$ cat src/rtl/dvp_pkg.sv
// Shared types and default timing for the DVP transmitter slice.
package dvp_pkg;

    typedef enum logic [1:0] {
        IDLE,
        VBLANK,
        ACTIVE,
        HBLANK
    } dvp_state_t;

    localparam int DVP_H_ACTIVE     = 640;
    localparam int DVP_H_BLANK      = 16;
    localparam int DVP_V_ACTIVE     = 480;
    localparam int DVP_V_BLANK      = 10;
    localparam int DVP_CLK_DIV      = 2;
    localparam int DVP_HCOUNT_WIDTH = 11;
    localparam int DVP_VCOUNT_WIDTH = 10;

    localparam logic [7:0] DVP_FILL_BYTE = 8'h00;

    // Width of a counter that must hold 0..count-1, never narrower than one bit.
    function automatic int clog2_min1(input int count);
        return (count > 1) ? $clog2(count) : 1;
    endfunction

endpackage

$ cat src/rtl/dvp_pclk_gen.sv
// Free-running PCLK divider: low CLK_DIV cycles, high CLK_DIV cycles, with a
// one-cycle tick on the clk cycle whose closing edge drives PCLK high->low.
module dvp_pclk_gen
    import dvp_pkg::*;
#(
    parameter int CLK_DIV = DVP_CLK_DIV
) (
    input  logic clk,
    input  logic rst_n,
    output logic pclk,
    output logic fall_tick
);

    localparam int DIV_W = clog2_min1(CLK_DIV);

    logic [DIV_W-1:0] div_count;
    logic             wrap;

    assign wrap      = (div_count == DIV_W'(CLK_DIV - 1));
    assign fall_tick = wrap & pclk;

    always_ff @(posedge clk or negedge rst_n) begin
        if (!rst_n) begin
            div_count <= '0;
            pclk      <= 1'b0;
        end else if (wrap) begin
            div_count <= '0;
            pclk      <= ~pclk;
        end else begin
            div_count <= div_count + DIV_W'(1);
        end
    end

endmodule

$ cat src/rtl/dvp_stream_tx.sv
// DVP transmitter: valid/ready byte stream to PCLK/HS/VS/data framing.
// Optional build macro DVP_TEST_PATTERN_EN adds a per-frame hcount^vcount pattern source.
module dvp_stream_tx
    import dvp_pkg::*;
#(
    parameter int         H_ACTIVE     = DVP_H_ACTIVE,
    parameter int         H_BLANK      = DVP_H_BLANK,
    parameter int         V_ACTIVE     = DVP_V_ACTIVE,
    parameter int         V_BLANK      = DVP_V_BLANK,
    parameter int         CLK_DIV      = DVP_CLK_DIV,
    parameter int         HCOUNT_WIDTH = DVP_HCOUNT_WIDTH,
    parameter int         VCOUNT_WIDTH = DVP_VCOUNT_WIDTH,
    parameter logic [7:0] FILL_BYTE    = DVP_FILL_BYTE
) (
    input  logic       clk_in,
    input  logic       rst_n_in,
    input  logic       enable_in,
    input  logic [7:0] pixel_data_in,
    input  logic       pixel_valid_in,
`ifdef DVP_TEST_PATTERN_EN
    input  logic       test_pattern_in,
`endif
    output logic       pixel_ready_out,
    output logic       camera_pclk_out,
    output logic       camera_hs_out,
    output logic       camera_vs_out,
    output logic [7:0] camera_data_out,
    output logic       frame_done_out,
    output logic       underflow_out
);

    localparam int BLANK_PERIODS = V_BLANK * (H_ACTIVE + H_BLANK);
    localparam int BLANK_W       = clog2_min1(BLANK_PERIODS);

    if (CLK_DIV < 1) begin : g_bad_clk_div
        $error("dvp_stream_tx: CLK_DIV must be at least 1");
    end
    if (H_ACTIVE < 1 || H_BLANK < 1 || V_ACTIVE < 1 || V_BLANK < 1) begin : g_bad_timing
        $error("dvp_stream_tx: all timing parameters must be at least 1");
    end
    if (H_ACTIVE > (1 << HCOUNT_WIDTH) || H_BLANK > (1 << HCOUNT_WIDTH)) begin : g_bad_hcount
        $error("dvp_stream_tx: HCOUNT_WIDTH too narrow for H_ACTIVE/H_BLANK");
    end
    if (V_ACTIVE > (1 << VCOUNT_WIDTH)) begin : g_bad_vcount
        $error("dvp_stream_tx: VCOUNT_WIDTH too narrow for V_ACTIVE");
    end

    dvp_state_t              state, state_next;
    logic [HCOUNT_WIDTH-1:0] hcount, hcount_next;
    logic [VCOUNT_WIDTH-1:0] vcount, vcount_next;
    logic [BLANK_W-1:0]      blank_count, blank_next;
    logic                    fall_tick;
    logic                    slot;
    logic                    done;
    logic                    pattern_mode;

    dvp_pclk_gen #(
        .CLK_DIV (CLK_DIV)
    ) u_pclk_gen (
        .clk       (clk_in),
        .rst_n     (rst_n_in),
        .pclk      (camera_pclk_out),
        .fall_tick (fall_tick)
    );

    // Everything advances on fall ticks only; slot marks a byte position in ACTIVE.
    always_comb begin
        state_next  = state;
        hcount_next = hcount;
        vcount_next = vcount;
        blank_next  = blank_count;
        slot        = 1'b0;
        done        = 1'b0;
        if (fall_tick) begin
            case (state)
                IDLE: begin
                    if (enable_in) begin
                        state_next  = VBLANK;
                        hcount_next = '0;
                        vcount_next = '0;
                        blank_next  = '0;
                    end
                end
                VBLANK: begin
                    vcount_next = '0;
                    if (blank_count == BLANK_W'(BLANK_PERIODS - 1)) begin
                        state_next  = ACTIVE;
                        hcount_next = '0;
                        slot        = 1'b1;
                    end else begin
                        blank_next = blank_count + BLANK_W'(1);
                    end
                end
                ACTIVE: begin
                    if (hcount == HCOUNT_WIDTH'(H_ACTIVE - 1)) begin
                        state_next  = HBLANK;
                        hcount_next = '0;
                    end else begin
                        hcount_next = hcount + HCOUNT_WIDTH'(1);
                        slot        = 1'b1;
                    end
                end
                HBLANK: begin
                    if (hcount == HCOUNT_WIDTH'(H_BLANK - 1)) begin
                        hcount_next = '0;
                        if (vcount < VCOUNT_WIDTH'(V_ACTIVE - 1)) begin
                            state_next  = ACTIVE;
                            vcount_next = vcount + VCOUNT_WIDTH'(1);
                            slot        = 1'b1;
                        end else begin
                            state_next  = enable_in ? VBLANK : IDLE;
                            vcount_next = '0;
                            blank_next  = '0;
                            done        = 1'b1;
                        end
                    end else begin
                        hcount_next = hcount + HCOUNT_WIDTH'(1);
                    end
                end
                default: state_next = IDLE;
            endcase
        end
    end

    always_ff @(posedge clk_in or negedge rst_n_in) begin
        if (!rst_n_in) begin
            state       <= IDLE;
            hcount      <= '0;
            vcount      <= '0;
            blank_count <= '0;
        end else begin
            state       <= state_next;
            hcount      <= hcount_next;
            vcount      <= vcount_next;
            blank_count <= blank_next;
        end
    end

`ifdef DVP_TEST_PATTERN_EN
    logic [7:0] pattern_byte;

    assign pattern_byte = 8'(hcount_next) ^ 8'(vcount_next);

    // The source choice is frozen for a whole frame at VBLANK entry.
    always_ff @(posedge clk_in or negedge rst_n_in) begin
        if (!rst_n_in) begin
            pattern_mode <= 1'b0;
        end else if (fall_tick && state_next == VBLANK && state != VBLANK) begin
            pattern_mode <= test_pattern_in;
        end
    end
`else
    assign pattern_mode = 1'b0;
`endif

    assign pixel_ready_out = slot & ~pattern_mode;

    always_ff @(posedge clk_in or negedge rst_n_in) begin
        if (!rst_n_in) begin
            camera_hs_out   <= 1'b0;
            camera_vs_out   <= 1'b0;
            camera_data_out <= FILL_BYTE;
            frame_done_out  <= 1'b0;
            underflow_out   <= 1'b0;
        end else begin
            frame_done_out <= done;
            if (fall_tick) begin
                camera_hs_out   <= (state_next == ACTIVE);
                camera_vs_out   <= (state_next == ACTIVE) || (state_next == HBLANK);
                camera_data_out <= FILL_BYTE;
                if (slot) begin
`ifdef DVP_TEST_PATTERN_EN
                    if (pattern_mode) begin
                        camera_data_out <= pattern_byte;
                    end else if (pixel_valid_in) begin
                        camera_data_out <= pixel_data_in;
                    end
`else
                    if (pixel_valid_in) begin
                        camera_data_out <= pixel_data_in;
                    end
`endif
                end
            end
            if (slot && !pattern_mode && !pixel_valid_in) begin
                underflow_out <= 1'b1;
            end
        end
    end

endmodule

$ cat config.mk
export PLATFORM = sky130hd
export DESIGN_NAME = dvp_stream_tx
export DESIGN_NICKNAME = d
export VERILOG_FILES = /design/src/rtl/dvp_pkg.sv /design/src/rtl/dvp_pclk_gen.sv /design/src/rtl/dvp_stream_tx.sv
export SDC_FILE = /design/constraint.sdc
export NUM_CORES = 1
export LEC_CHECK = 0
export ABC_AREA = 1
export BUFFER_PORTS_ARGS = -buffer_cell sky130_fd_sc_hd__buf_2
export CORE_MARGIN = 2
export CORE_UTILIZATION = 54
export DETAILED_ROUTE_END_ITERATION = 6
export GPL_TIMING_DRIVEN = 0
export PLACE_DENSITY = 0.77
export SLEW_MARGIN = 20
export SYNTH_ARGS = -nofsm -noshare
export SYNTH_HDL_FRONTEND = slang
export SYNTH_SLANG_ARGS = --single-unit
$ cat constraint.sdc
create_clock -name clk_in -period 1.6 [get_ports clk_in]
set_input_delay 0.16 -clock clk_in [delete_from_list [all_inputs] [get_ports clk_in]]
set_output_delay 0.16 -clock clk_in [all_outputs]
set_load 0.005 [all_outputs]
* Word-level counts from Yosys, hierarchy flattened
Cells that the tools add are included.
Word-level totals: bits in registers 50, bits of input ports 12, output and inout bits 14, logic and storage cells 74
Cells by class: add/subtract/negate cells 4, magnitude comparators 1, eq/ne operators 13, muxes and demuxes 35, bitwise logic cells 2, reductions and logical operators 8
Operators with widths (number):
- $mux 13 | 4
- $mux 11 | 4
- $pmux 11 s4 | 1
- $pmux 13 s3 | 1
- $mux 10 | 3
- $pmux 10 s3 | 1
- $mux 8 | 2
- $add 13x1->13 const B | 1
- $eq 13x13->1 const B | 1
- $mux 2 | 6
- $add 11x1->11 const B | 1
- $eq 11x10->1 const B | 1
- $eq 11x4->1 const B | 1
- $mux 1 | 11
- $add 10x1->10 const B | 1
- $lt 10x9->1 const B | 1
- $ne 2x2->1 const B | 5
- $eq 2x2->1 const B | 4
- $pmux 2 s4 | 1
- $reduce_and 6->1 | 1
- $reduce_and 4->1 | 1
- $pmux 1 s3 | 1
- $reduce_and 3->1 | 1
- $reduce_bool 3->1 | 1
- 8 further kinds | 8

* Depth between registers and ports, before layout
Gate-level depths: netlist of the first run.
depth after elaboration 7, mapped depth 12, gate-level depth less buffers 10

* Modules after synthesis
Synthesis of the first run repeated with hierarchy kept, for this count alone.
Unflattened totals: cells, all modules 449, area, all modules 3095.5 um2
Modules (own cells, without submodules):
- dvp_stream_tx | instances 1, cells an instance 440, area each 3019.1 um2, sequential area each 1201.2 um2
- dvp_pclk_gen | instances 1, cells an instance 9, area each 76.3 um2, sequential area each 50.0 um2

* Least setup slack after synthesis of the first run
OpenSTA, ideal clock, no wires.
kind register -> register, start point register hcount[0], end point register blank_count[2], library setup time 117 ps, data arrival time 1488 ps, required time 1483 ps, path slack -5 ps, stages on the path, launching flop included 12, path buffers 1, clock period less this slack 1605 ps, cell sequence dfrtp_1 -> ha_1 -> nand3_2 -> clkinv_2 -> nand3_2 -> nand2_4 -> nand3_4 -> clkinv_4 -> nand2_4 -> buf_6 -> nand2_1 -> nand2_1
Between the ends: longest elaborated chain between the ends 3
RTL lines:
- start, declared | RTL line dvp_stream_tx.sv:49 | logic [HCOUNT_WIDTH-1:0] hcount, hcount_next;
- start signal, assigned | RTL line dvp_stream_tx.sv:133 | hcount <= hcount_next;
- $eq 11x4->1 | RTL line dvp_stream_tx.sv:104 | if (hcount == HCOUNT_WIDTH'(H_BLANK - 1)) begin
- $ne 2x2->1 (no source line)
- $reduce_and 6->1 (no source line)
- end signal, assigned | RTL line dvp_stream_tx.sv:135 | blank_count <= blank_next;
- end, declared | RTL line dvp_stream_tx.sv:51 | logic [BLANK_W-1:0] blank_count, blank_next;
Every way passes these cells. A chain may end at the register's enable or synchronous reset.

* Worst setup path in the final report of the first run
start point register hcount[1], end point output port pixel_ready_out
Between the ends: longest elaborated chain between the ends 4, elaborated cells between the ends (all ways) 6, those cells by class eq/ne (2); mux (4)
RTL lines:
- $eq 11x4->1 or $eq 11x10->1 (tied branches) | RTL line dvp_stream_tx.sv:104, dvp_stream_tx.sv:95
- $mux 1 (on tied branches) | RTL line dvp_stream_tx.sv:104, dvp_stream_tx.sv:95
- $pmux 1 s3 (*) | RTL line dvp_stream_tx.sv:75 | case (state)
- $mux 1 (*) | RTL line dvp_stream_tx.sv:74 | if (fall_tick) begin
- end, declared | RTL line dvp_stream_tx.sv:23 | output logic pixel_ready_out,
Mark *: on every way between the ends. The rest lies on a longest branch, timed or not.

==> results.py, run 1 <==
metrics = {
    "status": {
        "status": "complete, but fails checks",
        "violations": "setup timing",
    },
    "logic_synthesis": {
        "yosys.area.top_type_share": 0.401,
        "ys_seq_area_frac": 0.401,
        "synth-simple-area-share": 0.410,
        "synthTopCellsByArea": "dfrtp_1 40%, nand2_1 21%, nand3_1 5.9%, inv_1 5.4%, nor2_1 5.1%",
        "synth_warnings": 0,
        "ys_seq_elements": 50,
        "synth_compound_area_frac": 0.0466,
        "synth.distinct_cells": 31,
        "syn_area_um2": 3120,
        "yosys.area_share.adder": 0.0120,
        "muxShareOfSynthArea": 0,
        "postSynthAreaPerCell_um2": 6.93,
        "synth_top_family_by_area": "simple AND/OR/NAND/NOR gates",
        "synth_fp_nets": 465,
        "yosysTopAreaCell": "dfrtp_1",
        "synth_cells": 450,
        "synth_xor_area_frac": 0.0365,
    },
    "clocking": {
        "cts_inserted_buffers": 5,
        "clock_latency_ns": 0.31,
        "cts.sinks": 50,
        "max-clock-path-buffers": 2,
        "cts_max_level": 2,
        "cts_tree": "done",
        "clkTransAtPathRegs_ns": 0.10,
        "cts-root-buf": "clkbuf_8",
    },
    "final_layout": {
        "nets": 538,
        "synthToLayoutAreaGrowth_pct": 27.5,
        "fin_util": 0.717,
        "drive_gt1_frac": 0.279,
        "antenna_cells": 0,
        "fill_cells": 439,
    },
    "critical_path": {
        "crit_path_max_fanout": 3,
        "end_kind": "output port",
        "crit_slowest_cell": "dfrtp_1",
        "critPathArrivalTime_ns": 1.66,
        "slowest_delay_ns": 0.41,
        "crit_chain": "ha_4 > nand3_4 > nor2_4 > nand2_2 > nand2_2 > nand2_2 > inv_2 > nand2_4 > nand2_4 > inv_2 > buf_6",
        "cp.depth": 11,
        "path_common_cell": "nand2_2",
        "startpoint_type": "flop",
        "worst_ep_required_time_ns": 1.44,
        "reg2regPathDepth": 12,
        "crit_type": "flop to output port",
        "cp.buffers_inverters": 3,
        "critical-path-top-delay-family": "simple AND/OR/NAND/NOR gates",
    },
    "detailed_routing": {
        "drc": 0,
        "met2_length_mm": 3.89,
        "ant_nets": 0,
        "met1_length_mm": 3.41,
        "via_per_inst": 5.37,
        "dr_wl_met3_um": 442,
        "drtIter0Drc": 233,
        "wl_per_cell_um": 13.2,
        "wl_mm": 7.90,
        "top_layer_used": "met4",
        "dr.pass1.iters": 5,
        "vias": 3202,
    },
    "power": {
        "p_switching_mw": 0.466,
        "peakVddDrop_uv": 691,
        "pwr-share-seq": 0.602,
        "p_comb_frac": 0.027,
        "power_leakage_nw": 2.08,
        "internal_power_mw": 1.63,
        "pwr-share-clk": 0.371,
        "powerDensity_nw_per_um2": 528,
        "swShare": 0.222,
    },
    "placed_design": {
        "dpl.hpwl_mm": 4.94,
        "gp_congestion": 0.873,
        "port_buffers": 24,
    },
    "timing": {
        "skew_ns": 0.0144,
        "worstMarginPinSlew_ns": 0.562,
        "finalHoldViolations": 0,
        "setup_slack_ns": -0.223,
        "fin_crit_sh": 1.14,
        "fmax_ghz": 0.549,
        "drv_slew": 0,
        "fin_setup_tns_ns": -2.52,
        "min_period_ns": 1.82,
        "setup_viol": 22,
        "max_slew_margin": 0.626,
        "rsz0062_at_grt": "true",
    },
    "global_routing": {
        "antenna_found_initial": 0,
        "grtUsageTotal": 0.251,
        "gr-total-overflow": 0,
        "grt_pass1_vias": 2958,
        "grt_pass1_wl_mm": 12.8,
        "grt_max_degree": 30,
    },
    "hold_path": {
        "hp-class": "input port to flop",
        "hold_depth": 5,
    },
    "die": {
        "die_x_um": 80.0,
        "start_util": 0.563,
        "io_pins": 26,
        "die_y_um": 80.0,
        "rows": 27,
        "dieArea_um2": 6400,
        "core_area_um2": 5540,
    },
    "job": {
        "maxCapViolations": 0,
    },
}
## Yosys cell counts
cell type and instances:
nand2_1 171, dfrtp_1 50, inv_1 45, nor2_1 42, nand3_1 37, o21ai_0 16, nand4_1 15, xor2_1 12
nor3_1 9, inv_2 7, o21ai_1 6, buf_2 5, clkbuf_1 4, nand2_2 4, buf_6 3, ha_1 3
nand3_2 3, clkinv_4 2, nand2_4 2, nor2_4 2, o211ai_1 2, a31oi_2 1, clkinv_2 1, nand3_4 1
nand3b_1 1, nor2_2 1, nor3_2 1, nor4_1 1, o21a_1 1, or2_2 1, xnor2_1 1
## per-stage QoR
stage | total power [mW] | worst slack (ns) | area (um2) | hold slack [ns] | cells
6_report | 2.10 | -0.223 | 3970 | 0.158 | 596
5_1_grt | 2.16 | -0.295 | 3970 | 0.195 | 596
4_1_cts | 2.11 | -0.224 | 3710 | 0.155 | 576
3_5_place_dp | 1.34 | -0.366 | 3350 | 0.168 | 547
3_3_place_gp | 1.34 | -0.320 | 3330 | 0.433 | 546
2_1_floorplan | 1.30 | 0.00809 | 3120 | -0.136 | 450
## power groups by stage
stage          sequential (mW)  combinational (mW)  clock, mW
2_1_floorplan             1.29              0.0114          0
3_3_place_gp              1.29              0.0494          0
3_5_place_dp              1.29              0.0565          0
4_1_cts                   1.26              0.0583      0.786
5_1_grt                   1.26              0.0662      0.832
6_report                  1.26              0.0565      0.779
## cell families after synthesis
| family | after synthesis |
|---|---|
| AO/OA/AOI/OAI | 26 |
| buffers and inverters | 67 |
| adder cells (fa/ha/maj) | 3 |
| XOR/XNOR | 13 |
| AND/OR/NAND/NOR | 291 |
| flip-flops | 50 |
## worst register-to-register path, cell delays in order, from the launching register on
cell      delay (ns)
dfrtp_1         0.41
ha_4            0.16
nand3_4         0.10
clkinv_4        0.07
buf_4           0.13
nand3_4         0.09
nand2_4         0.11
nand3_4         0.13
clkinv_4        0.11
nand2_4         0.07
buf_4           0.14
nand2_1         0.06
nand2_1         0.05
## registers in the layout, summed over array words and instances (netlist names)
name,count
blank_count,13
hcount,11
vcount,10
camera_data_out,8
state,2
camera_hs_out,1
camera_vs_out,1
frame_done_out,1
u_pclk_gen.div_count,1
u_pclk_gen.pclk,1
underflow_out,1
## repair_timing
action / in CTS / in global routing
gates cloned: 1 / 1
endpoints found under the hold margin: 21 / 0
hold buffers: 1 / 0
pin swaps: 10 / 11
endpoints found under the setup margin: 49 / 48
resized for setup: 26 / 48
buffers inserted: 19 / 20
## metal layers
layer,global-route usage,vias to the layer above
li1,-,1560
met5,0,-
met4,0.0864,0
met2,0.438,128
met1,0.316,1491
met3,0.0385,23
## final timing paths
kind                                                start                             end  slack, ns
min reg2reg                u_pclk_gen.div_count$_DFF_PN0_  u_pclk_gen.div_count$_DFF_PN0_       0.47
max reg2reg                         hcount[1]$_DFFE_PN0P_      blank_count[1]$_DFFE_PN0P_      -0.14
min in group asynchronous                        rst_n_in     blank_count[10]$_DFFE_PN0P_       0.36
max                                 hcount[1]$_DFFE_PN0P_                 pixel_ready_out      -0.22
min                                      pixel_data_in[1]  camera_data_out[1]$_DFFE_PN0P_       0.16
max in group asynchronous                        rst_n_in              state[1]$_DFF_PN0_       0.68
## layout make-up
type,instances,area [um2],area share
clock inverter,1,5.00,0.00126
clock buffer,7,86.3,0.0217
multi-input combinational,333,1730,0.436
tap,72,90.1,0.0227
sequential,50,1260,0.317
timing repair buffer,66,480,0.121
buffer,12,96.3,0.0243
inverter,55,224,0.0564
## placed cells by master (no fill, tap or decap), types with 8 or more instances in the layout
cell type and n:
nand2_1 162, dfrtp_1 44, inv_1 39, buf_4 37, nor2_1 36, nand3_1 34
buf_2 24, nand4_1 15, inv_2 12, xor2_1 12, buf_6 10, nand2_2 10
o21ai_0 9, nor3_1 9, o21ai_1 8
(Power assumes the default switching activity.)
==> inputs of run 2 (changes only) <==
--- a/config.mk
+++ b/config.mk
@@ -8,10 +8,11 @@
 export ABC_AREA = 1
 export BUFFER_PORTS_ARGS = -buffer_cell sky130_fd_sc_hd__buf_2
 export CORE_MARGIN = 2
-export CORE_UTILIZATION = 54
+export CORE_UTILIZATION = 35
 export DETAILED_ROUTE_END_ITERATION = 6
 export GPL_TIMING_DRIVEN = 0
-export PLACE_DENSITY = 0.77
+export HOLD_SLACK_MARGIN = 0.1
+export PLACE_DENSITY = 0.52
 export SLEW_MARGIN = 20
 export SYNTH_ARGS = -nofsm -noshare
 export SYNTH_HDL_FRONTEND = slang
==> constraint.sdc (replaced) <==
create_clock -name clk_in -period 2.33 [get_ports clk_in]
set_input_delay 0.233 -clock clk_in [delete_from_list [all_inputs] [get_ports clk_in]]
set_output_delay 0.233 -clock clk_in [all_outputs]
set_load 0.005 [all_outputs]
==> results.py, run 2 (synthesis gave the netlist of run 1 again) <==
metrics = {
    "power": {
        "power_leakage_nw": 1.88,
        "peakVddDrop_uv": 236,
        "power_mw": 1.55,
        "powerDensity_nw_per_um2": 435,
    },
    "hold_path": {
        "hold-path-endpoint": "camera_data_out[6]$_DFFE_PN0P_",
        "min_from": "pixel_data_in[6]",
        "hp-class": "input port to flop",
        "hold_depth": 5,
    },
    "detailed_routing": {
        "dr.pass1.iters": 4,
        "drtIter0Drc": 122,
        "ant_nets": 0,
        "drc": 0,
        "wl_mm": 7.14,
        "vias": 2819,
        "wl_per_cell_um": 12.0,
        "via_per_inst": 4.72,
    },
    "timing": {
        "rsz0062_at_grt": "false",
        "finalHoldViolations": 0,
        "skew_ns": 0.00689,
        "fmax_ghz": 0.465,
        "fin_setup_tns_ns": 0,
        "setup_viol": 0,
        "max_slew_margin": 0.554,
        "min_period_ns": 2.15,
        "worstMarginPinSlew_ns": 0.669,
        "fin_crit_sh": 0.922,
        "drv_slew": 0,
    },
    "final_layout": {
        "fill_cells": 957,
        "final_common_cell": "nand2_1",
        "largest-register": "blank_count",
        "top_regs": "blank_count: 13 flops, hcount: 11 flops, vcount: 10 flops",
        "antenna_cells": 0,
        "synthToLayoutAreaGrowth_pct": 14.2,
        "layout_common_cells": "171 x nand2_1, 48 x dfrtp_1, 45 x inv_1, 41 x nor2_1, 37 x nand3_1",
        "nets": 503,
        "drive_gt1_frac": 0.155,
        "largest_reg_flops": 13,
    },
    "critical_path": {
        "end_kind": "output port",
        "timing.rr.start": "blank_count[0]$_DFFE_PN0P_",
        "worst_ep_required_time_ns": 2.10,
        "reg2regPathDepth": 9,
        "critPathArrivalTime_ns": 1.92,
        "crit_type": "flop to output port",
        "startpoint_type": "flop",
        "crit_path_max_fanout": 7,
        "ff2ff_setup_slack_ns": 0.53,
        "reg2reg_to": "hcount[8]$_DFFE_PN0P_",
    },
    "clocking": {
        "cts_tree": "done",
        "cts_max_level": 2,
        "cts-root-buf": "clkbuf_8",
        "cts_inserted_buffers": 5,
        "max-clock-path-buffers": 2,
        "clkTransAtPathRegs_ns": 0.10,
        "clock_latency_ns": 0.31,
        "cts.sinks": 50,
    },
    "job": {
        "maxCapViolations": 0,
    },
    "global_routing": {
        "gr-total-overflow": 0,
        "grt_max_degree": 51,
        "grt_pass1_vias": 2619,
        "grt_pass1_wl_mm": 12.4,
        "antenna_found_initial": 0,
        "grtUsageTotal": 0.155,
    },
    "die": {
        "io_pins": 26,
        "die_y_um": 98.4,
        "core_area_um2": 8680,
        "rows": 34,
        "start_util": 0.359,
        "die_x_um": 98.4,
        "dieArea_um2": 9680,
    },
    "status": {
        "status": "completed",
    },
    "placed_design": {
        "dpl.hpwl_mm": 5.06,
        "port_buffers": 24,
        "gp_congestion": 0.869,
    },
}
[run 2: cell type report]
type | instances | area (um2) | share of cell area
Multi-Input combinational cell | 333 | 1590 | 0.446
Inverter | 55 | 218 | 0.0612
Clock inverter | 3 | 43.8 | 0.0123
Buffer | 12 | 73.8 | 0.0207
Sequential cell | 50 | 1250 | 0.352
Clock buffer | 5 | 68.8 | 0.0193
Timing Repair Buffer | 31 | 178 | 0.0499
Tap cell | 108 | 135 | 0.0380
[run 2: critical path, stage by stage (launching register included)]
cell and delay, ns:
dfrtp_1 0.38, ha_1 0.21, nand3_2 0.17, clkinv_2 0.13
nand2_1 0.06, nor2_1 0.09, nand4_1 0.16, nand2_4 0.16
nand2_1 0.08, inv_1 0.06, buf_2 0.10
[run 2: how the worst max path moves through the flow]
stage                     cells past startpoint                        from         endpoint
after detailed placement                     11       hcount[0]$_DFFE_PN0P_  pixel_ready_out
after global routing                         10       hcount[1]$_DFFE_PN0P_  pixel_ready_out
after floorplan                              10       hcount[0]$_DFFE_PN0P_  pixel_ready_out
after global placement                       11       hcount[0]$_DFFE_PN0P_  pixel_ready_out
after CTS                                    10  blank_count[0]$_DFFE_PN0P_  pixel_ready_out
final                                        10       hcount[1]$_DFFE_PN0P_  pixel_ready_out
[run 2: stage by stage]
| stage | util | setup WS [ns] | area [um2] | cells | hold slack, ns |
|---|---|---|---|---|---|
| after floorplan | - | 0.666 | 3120 | 450 | -0.0626 |
| after global placement | 0.389 | 0.245 | 3370 | 582 | 0.431 |
| after detailed placement | 0.389 | 0.248 | 3370 | 582 | 0.321 |
| after CTS | 0.405 | 0.0314 | 3510 | 592 | 0.214 |
| after global routing | 0.410 | 0.0129 | 3560 | 597 | 0.242 |
| final | 0.410 | 0.181 | 3560 | 597 | 0.227 |
[run 2: what timing repair did]
item | in CTS | in global routing
hold buffers | 1 | 0
endpoints found under the hold margin | 50 | 0
buffers inserted | 1 | 5
pin swaps | 0 | 2
endpoints found under the setup margin | 1 | 1
resized for setup | 4 | 2
[run 2: routing by layer]
metal	global-route usage	up-vias	routed length (um)
met2	0.250	48	3210
met5	0	-	0
met3	0.0293	2	303
met4	0.0400	0	41
li1	-	1489	-
met1	0.215	1280	3580
[run 2: power by group]
part           internal [mW]  switching (mW)  total [mW]
registers              0.867               0       0.867
clock network          0.323           0.322       0.645
logic                 0.0103          0.0257      0.0360
total                   1.20           0.348        1.55
==> inputs of run 3 (changes only) <==
--- a/config.mk
+++ b/config.mk
@@ -8,11 +8,11 @@
 export ABC_AREA = 1
 export BUFFER_PORTS_ARGS = -buffer_cell sky130_fd_sc_hd__buf_2
 export CORE_MARGIN = 2
-export CORE_UTILIZATION = 35
+export CORE_UTILIZATION = 45
 export DETAILED_ROUTE_END_ITERATION = 6
 export GPL_TIMING_DRIVEN = 0
 export HOLD_SLACK_MARGIN = 0.1
-export PLACE_DENSITY = 0.52
+export PLACE_DENSITY = 0.64
 export SLEW_MARGIN = 20
 export SYNTH_ARGS = -nofsm -noshare
 export SYNTH_HDL_FRONTEND = slang
==> results.py, run 3 (synthesis gave the netlist of run 1 again) <==
metrics = {
    "status": {
        "status": "completed",
    },
    "final_layout": {
        "largest-register": "blank_count",
        "synthToLayoutAreaGrowth_pct": 13.4,
        "fill_cells": 686,
        "fin_cells": 566,
        "final_common_cell": "nand2_1",
        "multi_input_area_um2": 1600,
        "nets": 500,
        "layout_common_cells": "171 x nand2_1, 48 x dfrtp_1, 45 x inv_1, 42 x nor2_1, 37 x nand3_1",
        "drive_gt1_frac": 0.148,
        "antenna_cells": 0,
        "ff_latch_area_um2": 1250,
        "top_regs": "blank_count: 13 flops, hcount: 11 flops, vcount: 10 flops",
        "largest_reg_flops": 13,
    },
    "critical_path": {
        "startpoint_type": "flop",
        "cp.buffers_inverters": 3,
        "crit_path_max_fanout": 10,
        "timing.rr.start": "vcount[1]$_DFFE_PN0P_",
        "crit_slowest_cell": "dfrtp_1",
        "end_kind": "output port",
        "ff2ff_setup_slack_ns": 0.43,
        "startpoint": "blank_count[1]$_DFFE_PN0P_",
        "crit_chain": "ha_4 > nand3_2 > nor2_1 > nand3_1 > nand2_1 > inv_1 > nand2_4 > nand2_1 > inv_1 > buf_2",
        "critPathArrivalTime_ns": 1.89,
        "crit_type": "flop to output port",
        "critical-path-top-delay-family": "simple AND/OR/NAND/NOR gates",
        "slowest_delay_ns": 0.45,
        "worst_ep_required_time_ns": 2.10,
    },
    "die": {
        "die_x_um": 87.2,
        "io_pins": 26,
        "die_y_um": 87.2,
        "core_area_um2": 6760,
        "rows": 30,
        "start_util": 0.461,
        "dieArea_um2": 7610,
    },
    "detailed_routing": {
        "via_per_inst": 4.94,
        "dr.pass1.iters": 4,
        "vias": 2795,
        "wl_per_cell_um": 11.9,
        "drtIter0Drc": 214,
        "ant_nets": 0,
        "wl_mm": 6.72,
        "drc": 0,
    },
    "job": {
        "maxCapViolations": 0,
    },
    "timing": {
        "skew_ns": 0.00963,
        "min_period_ns": 2.12,
        "rsz0062_at_grt": "false",
        "max_slew_margin": 0.582,
        "setup_viol": 0,
        "fin_crit_sh": 0.911,
        "fin_setup_tns_ns": 0,
        "finalHoldViolations": 0,
        "drv_slew": 0,
        "fmax_ghz": 0.471,
        "worstMarginPinSlew_ns": 0.626,
    },
    "placed_design": {
        "placed_cells": 554,
        "dpl.hpwl_mm": 4.84,
        "gp_congestion": 0.884,
        "port_buffers": 24,
    },
    "global_routing": {
        "gr-total-overflow": 0,
        "grt_pass1_wl_mm": 11.7,
        "grt_pass1_vias": 2540,
        "grtUsageTotal": 0.193,
        "grt_max_degree": 51,
        "antenna_found_initial": 0,
    },
    "clocking": {
        "cts_tree": "done",
        "cts-root-buf": "clkbuf_8",
        "cts.sinks": 50,
        "cts_max_level": 2,
        "clkTransAtPathRegs_ns": 0.10,
        "cts_inserted_buffers": 5,
        "max-clock-path-buffers": 2,
        "clock_latency_ns": 0.31,
    },
    "power": {
        "peakVddDrop_uv": 245,
        "power_leakage_nw": 1.87,
        "power_mw": 1.65,
        "powerDensity_nw_per_um2": 466,
    },
    "hold_path": {
        "hp-class": "input port to flop",
        "min_from": "pixel_data_in[5]",
    },
}
[run 3: timing repair]
item | CTS | global route
pin swaps | 0 | 1
hold buffers | 1 | 0
gates cloned | 0 | 0
endpoints found under the hold margin | 50 | 0
resized for setup | 3 | 3
setup buffers | 0 | 3
setup endpoints to repair | 1 | 1
[run 3: power breakdown]
| part | internal, mW | leakage, nW | switching [mW] | total, mW |
|---|---|---|---|---|
| clock | 0.431 | 0.0683 | 0.316 | 0.747 |
| combinational | 0.0103 | 1.14 | 0.0246 | 0.0349 |
| sequential | 0.867 | 0.665 | 0 | 0.867 |
[run 3: tightest hold or removal path, cell delays in order]
cell and delay, ns:
buf_2 0.08, nand2_1 0.04, inv_1 0.04, nand3_1 0.07, nand2_1 0.05
[run 3: path summary, 6_finish.rpt]
| path | end | depth (start not counted) |
|---|---|---|
| max in group asynchronous | blank_count[0]$_DFFE_PN0P_ | 2 |
| min in group asynchronous | blank_count[10]$_DFFE_PN0P_ | 2 |
| worst max-delay path | pixel_ready_out | 10 |
| worst min-delay path | camera_data_out[5]$_DFFE_PN0P_ | 5 |
| worst min register to register | u_pclk_gen.div_count$_DFF_PN0_ | 1 |
| worst max register to register | frame_done_out$_DFF_PN0_ | 7 |
[run 3: routing by layer]
metal,track usage,vias to the layer above,routed length (um)
li1,-,1477,-
met1,0.280,1256,3280
met2,0.302,57,3120
met3,0.0313,5,277
met4,0.0476,0,50
met5,0,-,0
[run 3: final cells by class]
class                           count  area share
Clock inverter                      3      0.0195
Sequential cell                    50       0.355
Buffer                             12      0.0209
Tap cell                           80      0.0283
Timing Repair Buffer               28      0.0439
Multi-Input combinational cell    333       0.452
Clock buffer                        5      0.0195
Inverter                           55      0.0616
[run 3: stage by stage]
| stage | hold slack (ns) | worst slack (ns) | utilization | area (um2) |
|---|---|---|---|---|
| floorplan | -0.0626 | 0.666 | - | 3120 |
| global placement | 0.430 | 0.299 | 0.494 | 3340 |
| detailed placement | 0.311 | 0.283 | 0.494 | 3340 |
| CTS | 0.213 | 0.0143 | 0.517 | 3500 |
| global route | 0.242 | 0.0322 | 0.523 | 3530 |
| finish | 0.225 | 0.207 | 0.523 | 3530 |
